--- config.mk ---
export PLATFORM = sky130hd
export DESIGN_NAME = vit_trb_decision_arb
export DESIGN_NICKNAME = d
export VERILOG_FILES = /design/src/rtl/vit_trb_decision_arb.sv
export SDC_FILE = /design/constraint.sdc
export NUM_CORES = 1
export LEC_CHECK = 0
export CORE_MARGIN = 2
export CORE_UTILIZATION = 42
export DETAILED_ROUTE_END_ITERATION = 16
export GPL_TIMING_DRIVEN = 0
export PLACE_DENSITY = 0.73
export SLEW_MARGIN = 30
export SYNTH_ARGS = -nofsm -noshare
export SYNTH_HDL_FRONTEND = slang
export SYNTH_SLANG_ARGS = --single-unit
--- constraint.sdc ---
create_clock -name iclk -period 1.5 [get_ports iclk]
set_input_delay 0.15 -clock iclk [delete_from_list [all_inputs] [get_ports iclk]]
set_output_delay 0.15 -clock iclk [all_outputs]
set_load 0.1 [all_outputs]
--- src/rtl/vit_trb_decision_arb.sv ---
// Round-robin arbiter that shares one pipelined min-state decision tree among
// several Viterbi ACS channels and tags each tree issue with its owner channel.
module vit_trb_decision_arb #(
    parameter int pCONSTR_LENGTH = 3,
    parameter int pCHAN_NUM      = 4,
    localparam int cTREE_LAT     = pCONSTR_LENGTH - 1,
    localparam int cSB_W         = pCONSTR_LENGTH - 1,
    localparam int cCH_W         = $clog2(pCHAN_NUM)
) (
    input  logic                 iclk,
    input  logic                 ireset,
    input  logic                 iclkena,
    input  logic                 iclear,
    input  logic [pCHAN_NUM-1:0] ireq,
    output logic [pCHAN_NUM-1:0] ogrant,
    output logic [cCH_W-1:0]     osel,
    output logic                 otree_val,
    input  logic                 itree_val,
    input  logic [cSB_W-1:0]     itree_state,
    output logic                 odone_val,
    output logic [cCH_W-1:0]     odone_chan,
    output logic [cSB_W-1:0]     odone_state,
    output logic                 osync_err,
    output logic                 obusy
);

    logic [pCHAN_NUM-1:0]            pending_q;
    logic [pCHAN_NUM-1:0]            grant_q;
    logic [cCH_W-1:0]                sel_q;
    logic                            tval_q;
    logic [cCH_W-1:0]                rr_q;
    logic [cTREE_LAT-1:0]            tag_v_q;
    logic [cTREE_LAT-1:0][cCH_W-1:0] tag_c_q;
    logic                            sync_err_q;

    logic [pCHAN_NUM-1:0] req_eff;
    logic [pCHAN_NUM-1:0] grant_d;
    logic [cCH_W-1:0]     win_idx;
    logic [cCH_W-1:0]     cand_idx;
    logic                 win_found;

    // Rotating search starting just after the last winner.
    always_comb begin
        req_eff   = pending_q | ireq;
        win_found = 1'b0;
        win_idx   = '0;
        cand_idx  = '0;
        grant_d   = '0;
        for (int unsigned k = 1; k <= pCHAN_NUM; k++) begin
            cand_idx = cCH_W'((32'(rr_q) + k) % pCHAN_NUM);
            if (!win_found && req_eff[cand_idx]) begin
                win_found = 1'b1;
                win_idx   = cand_idx;
            end
        end
        if (win_found) begin
            grant_d[win_idx] = 1'b1;
        end
    end

    always_ff @(posedge iclk or posedge ireset) begin
        if (ireset) begin
            pending_q  <= '0;
            grant_q    <= '0;
            sel_q      <= '0;
            tval_q     <= 1'b0;
            rr_q       <= cCH_W'(pCHAN_NUM - 1);
            tag_v_q    <= '0;
            tag_c_q    <= '0;
            sync_err_q <= 1'b0;
        end else if (iclkena) begin
            if (itree_val != tag_v_q[cTREE_LAT-1]) begin
                sync_err_q <= 1'b1;
            end
            tag_c_q[0] <= sel_q;
            for (int unsigned s = 1; s < cTREE_LAT; s++) begin
                tag_c_q[s] <= tag_c_q[s-1];
            end
            if (iclear) begin
                pending_q <= '0;
                grant_q   <= '0;
                tval_q    <= 1'b0;
                tag_v_q   <= '0;
            end else begin
                pending_q <= req_eff & ~grant_d;
                grant_q   <= grant_d;
                tval_q    <= win_found;
                if (win_found) begin
                    sel_q <= win_idx;
                    rr_q  <= win_idx;
                end
                tag_v_q[0] <= tval_q;
                for (int unsigned s = 1; s < cTREE_LAT; s++) begin
                    tag_v_q[s] <= tag_v_q[s-1];
                end
            end
        end
    end

    assign ogrant      = grant_q;
    assign osel        = sel_q;
    assign otree_val   = tval_q;
    assign odone_val   = itree_val & tag_v_q[cTREE_LAT-1];
    assign odone_chan  = tag_c_q[cTREE_LAT-1];
    assign odone_state = itree_state;
    assign osync_err   = sync_err_q;
    assign obusy       = (|pending_q) | (|tag_v_q) | tval_q;

endmodule

# [Word level (Yosys, flattened, before mapping)]
# Cells that the tools add are included.
[totals] regBits=20 inputBits=11 out_inout_bits=14 wordCells=61
[op_classes] addsub=4 order_cmp=6 eq_ne=1 muxes=23 bitwise_logic=7 n_reduce_logical=11
[op_table] cell="2-bit by 3-bit less-than comparator with 1-bit output (second input constant)" count=5
[op_table] cell="4-bit 2-to-1 mux" count=3
[op_table] cell="1-bit 2-to-1 mux" count=10
[op_table] cell="2-bit 2-to-1 mux" count=5
[op_table] cell="1-bit binary-select mux with 2-bit select" count=4
[op_table] cell="2-bit by 1-bit adder with 2-bit output (second input constant)" count=2
[op_table] cell="2-bit adder (second input constant)" count=2
[op_table] cell="4-bit AND" count=1
[op_table] cell="1-bit logical AND" count=4
[op_table] cell="4-bit inverter" count=1
[op_table] cell="4-bit bitwise OR" count=1
[op_table] cell="4-bit OR reduction" count=1
[op_table] cell="1-bit zero test" count=3
[op_table] cell="3-bit AND reduction" count=1
[op_table] cell="1-bit demux with 2-bit select" count=1
[op_table] cell="2-bit by 1-bit >= comparator with 1-bit output (second input constant)" count=1
[op_table] cell="1-bit bitwise OR" count=2
[op_table] cell="2-bit AND reduction" count=1
[op_table] cell="2-bit OR reduction" count=1
[op_table] cell="1-bit AND" count=1
[op_table] cell="1-bit != test" count=1
[op_table] cell="1-bit inverter" count=1

# [Depth between registers and ports, before layout]
[logic_depth] depth_word=21 ltp_mapped=5

# [Least setup slack after synthesis]
# Ideal clock, no wire load.
[synth_path] path_type="reg2out" startpoint="reg tval_q (netlist: otree_val)" endpoint="out obusy" t_arrival_ps=1700 required_time_ps=1350 path_slack_ps=-350 stages_incl_launch_ff=3 n_path_buf=0 path_cell_list="dfrtp_1 > nor4_1 > nand2_1"
[synth_via] elab_chain_cells=1
[synth_rtl] element="start: declaration" line="30" rtl="logic tval_q;"
[synth_rtl] element="start signal: assignment" line="87" rtl="tval_q <= win_found;"
[synth_rtl] element="1-bit bitwise OR" line="107" rtl="assign obusy = (|pending_q) | (|tag_v_q) | tval_q;"
[synth_rtl] element="end: declaration" line="24" rtl="output logic obusy"
# Every way passes these cells.

# [Worst setup path in the final report]
[layout_path] startpoint="reg pending_q[1]" endpoint="reg pending_q[1]"
[layout_via] elab_chain_cells=21 word_cells_on_any_way=32 classes_between="order compare (2); mux (20); bitwise (3); reduce/logical (7)"
[layout_rtl] element="start: declaration" line="27" rtl="logic [pCHAN_NUM-1:0] pending_q;"
[layout_rtl] element="start signal: assignment" line="85" rtl="pending_q <= req_eff & ~grant_d;"
[layout_rtl] element="4-bit bitwise OR *" line="44" rtl="req_eff = pending_q | ireq;"
[layout_rtl] element="1-bit binary-select mux with 2-bit select" line="51" rtl="if (!win_found && req_eff[cand_idx]) begin"
[layout_rtl] element="1-bit 2-to-1 mux (implied by the code)" line="51"
[layout_rtl] element="1-bit 2-to-1 mux" line="51"
[layout_rtl] element="1-bit zero test" line="51"
[layout_rtl] element="1-bit logical AND" line="51"
[layout_rtl] element="1-bit 2-to-1 mux" line="51"
[layout_rtl] element="1-bit zero test" line="51"
[layout_rtl] element="[5 not listed]"
[layout_rtl] element="2-bit by 3-bit less-than comparator with 1-bit output (implied by the code) or 2-bit by 1-bit >= comparator with 1-bit output (tied branches)" line="57" rtl="grant_d[win_idx] = 1'b1;"
[layout_rtl] element="1-bit logical AND (implied by the code)" line="57"
[layout_rtl] element="1-bit 2-to-1 mux (implied by the code)" line="57"
[layout_rtl] element="1-bit demux with 2-bit select" line="57"
[layout_rtl] element="4-bit 2-to-1 mux" line="56" rtl="if (win_found) begin"
[layout_rtl] element="4-bit inverter" line="85"
[layout_rtl] element="4-bit AND *" line="85"
[layout_rtl] element="4-bit 2-to-1 mux *" line="79" rtl="if (iclear) begin"
# Every way passes the cells marked *; elsewhere a longest branch is shown, timed or not. The select of a mux whose other input is x is not followed.
# A chain may end at the register's enable or synchronous reset.

==> impl_results.md <==
* Run status: complete, but fails checks
* Failing checks: setup timing
* Final worst path period share at 1.14
* Core area at 2170 um^2
* Synth Instances at 84
* Buffers on Ports at 21
* Max-cap violations at 0
* Routed vias/inst at about 5.6
* Post-detail-place hpwl at 1.47 mm
* Final hold violation count at 0
* Slew Viols, Final at 0
* Type of origin of the critical path: flip-flop
* Layout Nets at 126
* Critical path type: flip-flop to flip-flop
* First-pass GRT wire length at 3.48 mm
* Share of cells above drive strength 1 at 0.451
* Final worst slack at -205 ps
* FF+latch count, synth at 20
* Clock Skew at approximately 1.8 ps
* Critical Path Fanout Max at 5
* Top cell type's share of synthesized area at 0.476
* Routed WL per cell at roughly 15 um
* Req. time, crit path at 1710 ps
* Cell chain of the critical path: buf_4 -> o221a_2 -> a211oi_4 -> nor2_1 -> o32ai_1
* Max Freq at 587 MHz
* DRT Pass-1 Iters at 4
* CP endpoint kind: flip-flop
* GRT Overall Usage at 0.178
* Die area at 2650 um^2
* Pleak at approximately 0.59 nW
* Slowest stage delay, CP at 460 ps
* CTS tree: yes
* Die height at approximately 50 um
* Congestion Overflow GR at 0
* Mapped Nets at 96
* H-tree depth at 1
* Slowest cell on the critical path: dfrtp_2
* Vias in the first global route at 783
* Min Tclk post-route at 1700 ps
* Hold Crit Class: primary input to asynchronous set/reset pin
* Worst slew margin at 0.359
* Post-route ant nets at 0
* Synth area leaders: dfrtp_1 48%, dfstp_2 5.5%, mux2_2 4.8%, o2bb2ai_1 4.6%, buf_4 3.2%
* Routability Congestion at between 0.8 and 0.9
* # diodes at 0
* CTS Buf Count at 3
* DRC violation count after routing at 0
* Setup TNS at -2070 ps
* Die extent in x at 51.5 um
* Initial DRC Count at 15
* Ports at 25
* Avg Cell Area, Syn at between 10 and 15 um^2
* Via count at ~800
* Peak VDD IR at between 1 and 1.5 mV
* Clock Tree Root: clkbuf_4
* Register area share after synthesis at 0.531
* Final setup fails at 13
* Reg2Reg Launch Point: pending_q[1]
* Clock transition at path regs at 110 ps
* R2r endpoint: pending_q[1]
* Clk buf depth at 2
* Syn-to-layout area delta at 46.0%
* Power, Total at around 2.6 mW
* Yosys cell types at 29
* Clk sinks at 20
* Synth Cell Area at 947 um^2
* Largest net degree at the start of global routing at 21
* Unrepaired setup endpoints after global routing: yes
* CTS Hold Buffers Added at 0
* FF-to-FF setup slack at -200 ps
* Post-synth top area cell: dfrtp_1
* Routed WL at ~2.1 mm
* Initial Util at 0.437
* Initial antenna violation count at 0
* FP Rows at 17
* Worst Tran Pin Value at 959 ps
* WP data arrival at 1910 ps
* FF-to-FF path depth at 5
* PwrDens at 1870 nW/um^2
* Warnings, synthesis at 0
* Clk Latency, worst-skew pair at ~300 ps
==> flip-flops by register name, summed over array words and instances, names as in the netlist <==
| register | cells |
|---|---|
| odone_chan | 2 |
| ogrant | 4 |
| osel | 2 |
| osync_err | 1 |
| otree_val | 1 |
| pending_q | 4 |
| rr_q | 2 |
| tag_c_q | 2 |
| tag_v_q | 2 |
==> Yosys cell counts <==
master / count
o2bb2ai_1: 5
o31ai_1: 1
a21o_1: 2
a31oi_1: 1
ha_1: 1
and2_1: 1
a221oi_4: 1
o41ai_2: 1
dfrtp_1: 18
buf_4: 4
a311oi_1: 2
mux2_2: 4
inv_1: 8
o221a_2: 1
nor3_1: 1
o21ai_1: 1
o32ai_1: 3
o21ai_0: 3
nand2_1: 4
clkbuf_1: 2
a21oi_1: 3
nor2_1: 6
o21a_1: 3
o21bai_1: 1
dfstp_2: 2
a211o_1: 1
nand2b_1: 1
a211oi_1: 1
nor4_1: 2
==> critical path: cells and delay by family, from the launching register on <==
| family | cells | cell delay (ps) |
|---|---|---|
| buffers and inverters | 1 | 160 |
| and+or+nand+nor | 1 | 90 |
| AOI/OAI and AO/OA | 3 | 910 |
| DFF | 1 | 460 |
==> layout make-up <==
cell class	count	area, um^2
inverters	8	30.0
multi-input cells	50	474
plain buffers	6	37.5
flip-flops and latches	20	507
well taps	28	35.0
clock buffers	4	36.3
repair buffers	25	263
fillers	183	787
==> stage by stage <==
| step | instances | hold WS (ps) | setup WS [ps] | utilization | cell area [um^2] |
|---|---|---|---|---|---|
| finish | 141 | 263 | -205 | 0.637 | 1380 |
| global route | 141 | 346 | -315 | 0.637 | 1380 |
| CTS | 139 | 296 | -196 | 0.598 | 1300 |
| detailed placement | 133 | 444 | -554 | 0.559 | 1210 |
| global placement | 133 | 440 | -522 | 0.559 | 1210 |
| floorplan | 84 | 112 | -60.3 | - | 967 |
==> metal layers <==
metal | up-vias | global-route usage | wire length [um]
met2 | 14 | 0.306 | 1100
met4 | 0 | 0.0833 | 25
met3 | 4 | 0.0259 | 74
li1 | 364 | - | -
met1 | 401 | 0.219 | 948
met5 | - | 0 | 0
==> cell families after synthesis <==
group | synth area share
AO/OA/AOI/OAI | 0.266
adder cells (fa/ha/maj) | 0.0132
buffers and inverters | 0.0713
flip-flops | 0.531
multiplexers | 0.0476
AND/OR/NAND/NOR | 0.0713
==> how the worst max path moves through the flow <==
stage                 startpoint            to  slack, ps  depth (start not counted)
floorplan           pending_q[1]  pending_q[1]        -60                          5
global placement         ireq[1]     ogrant[3]       -520                          6
detailed placement       ireq[1]     ogrant[2]       -550                          6
CTS                 pending_q[0]  pending_q[2]       -200                          5
global route        pending_q[1]  pending_q[1]       -320                          5
finish              pending_q[1]  pending_q[1]       -200                          5
==> power by group <==
group	total, mW	leakage [nW]	internal (mW)	switching, mW
combinational	1.42	0.327	0.456	0.968
sequential	0.855	0.240	0.700	0.155
clock	0.311	0.0210	0.148	0.163
total	2.59	0.588	1.30	1.29
==> repair_timing <==
| action | in CTS | in global routing |
|---|---|---|
| endpoints found under the setup margin | 25 | 15 |
| buffers inserted | 2 | 2 |
| gates resized for setup | 48 | 15 |
| pin swaps | 2 | 5 |
| gates cloned | 0 | 0 |
==> cells in the final DEF, fill, tap and decap left out, drive strengths merged <==
cell type / n
dfstp: 2
o2bb2ai: 5
nand2b: 1
a211oi: 1
o21bai: 1
clkdlybuf4s15: 10
o41ai: 1
a211o: 1
buf: 10
clkdlybuf4s50: 7
a31oi: 1
nor4: 2
mux2: 4
nand2: 4
o32ai: 3
a311oi: 2
nor3: 1
a21o: 2
a221oi: 1
dlymetal6s2s: 2
clkbuf: 6
o21a: 3
o221a: 1
o31ai: 1
a21oi: 3
o21ai: 4
ha: 1
nor2: 6
dfrtp: 18
inv: 8
and2: 1
No activity file was read; power rests on OpenSTA's default activity.
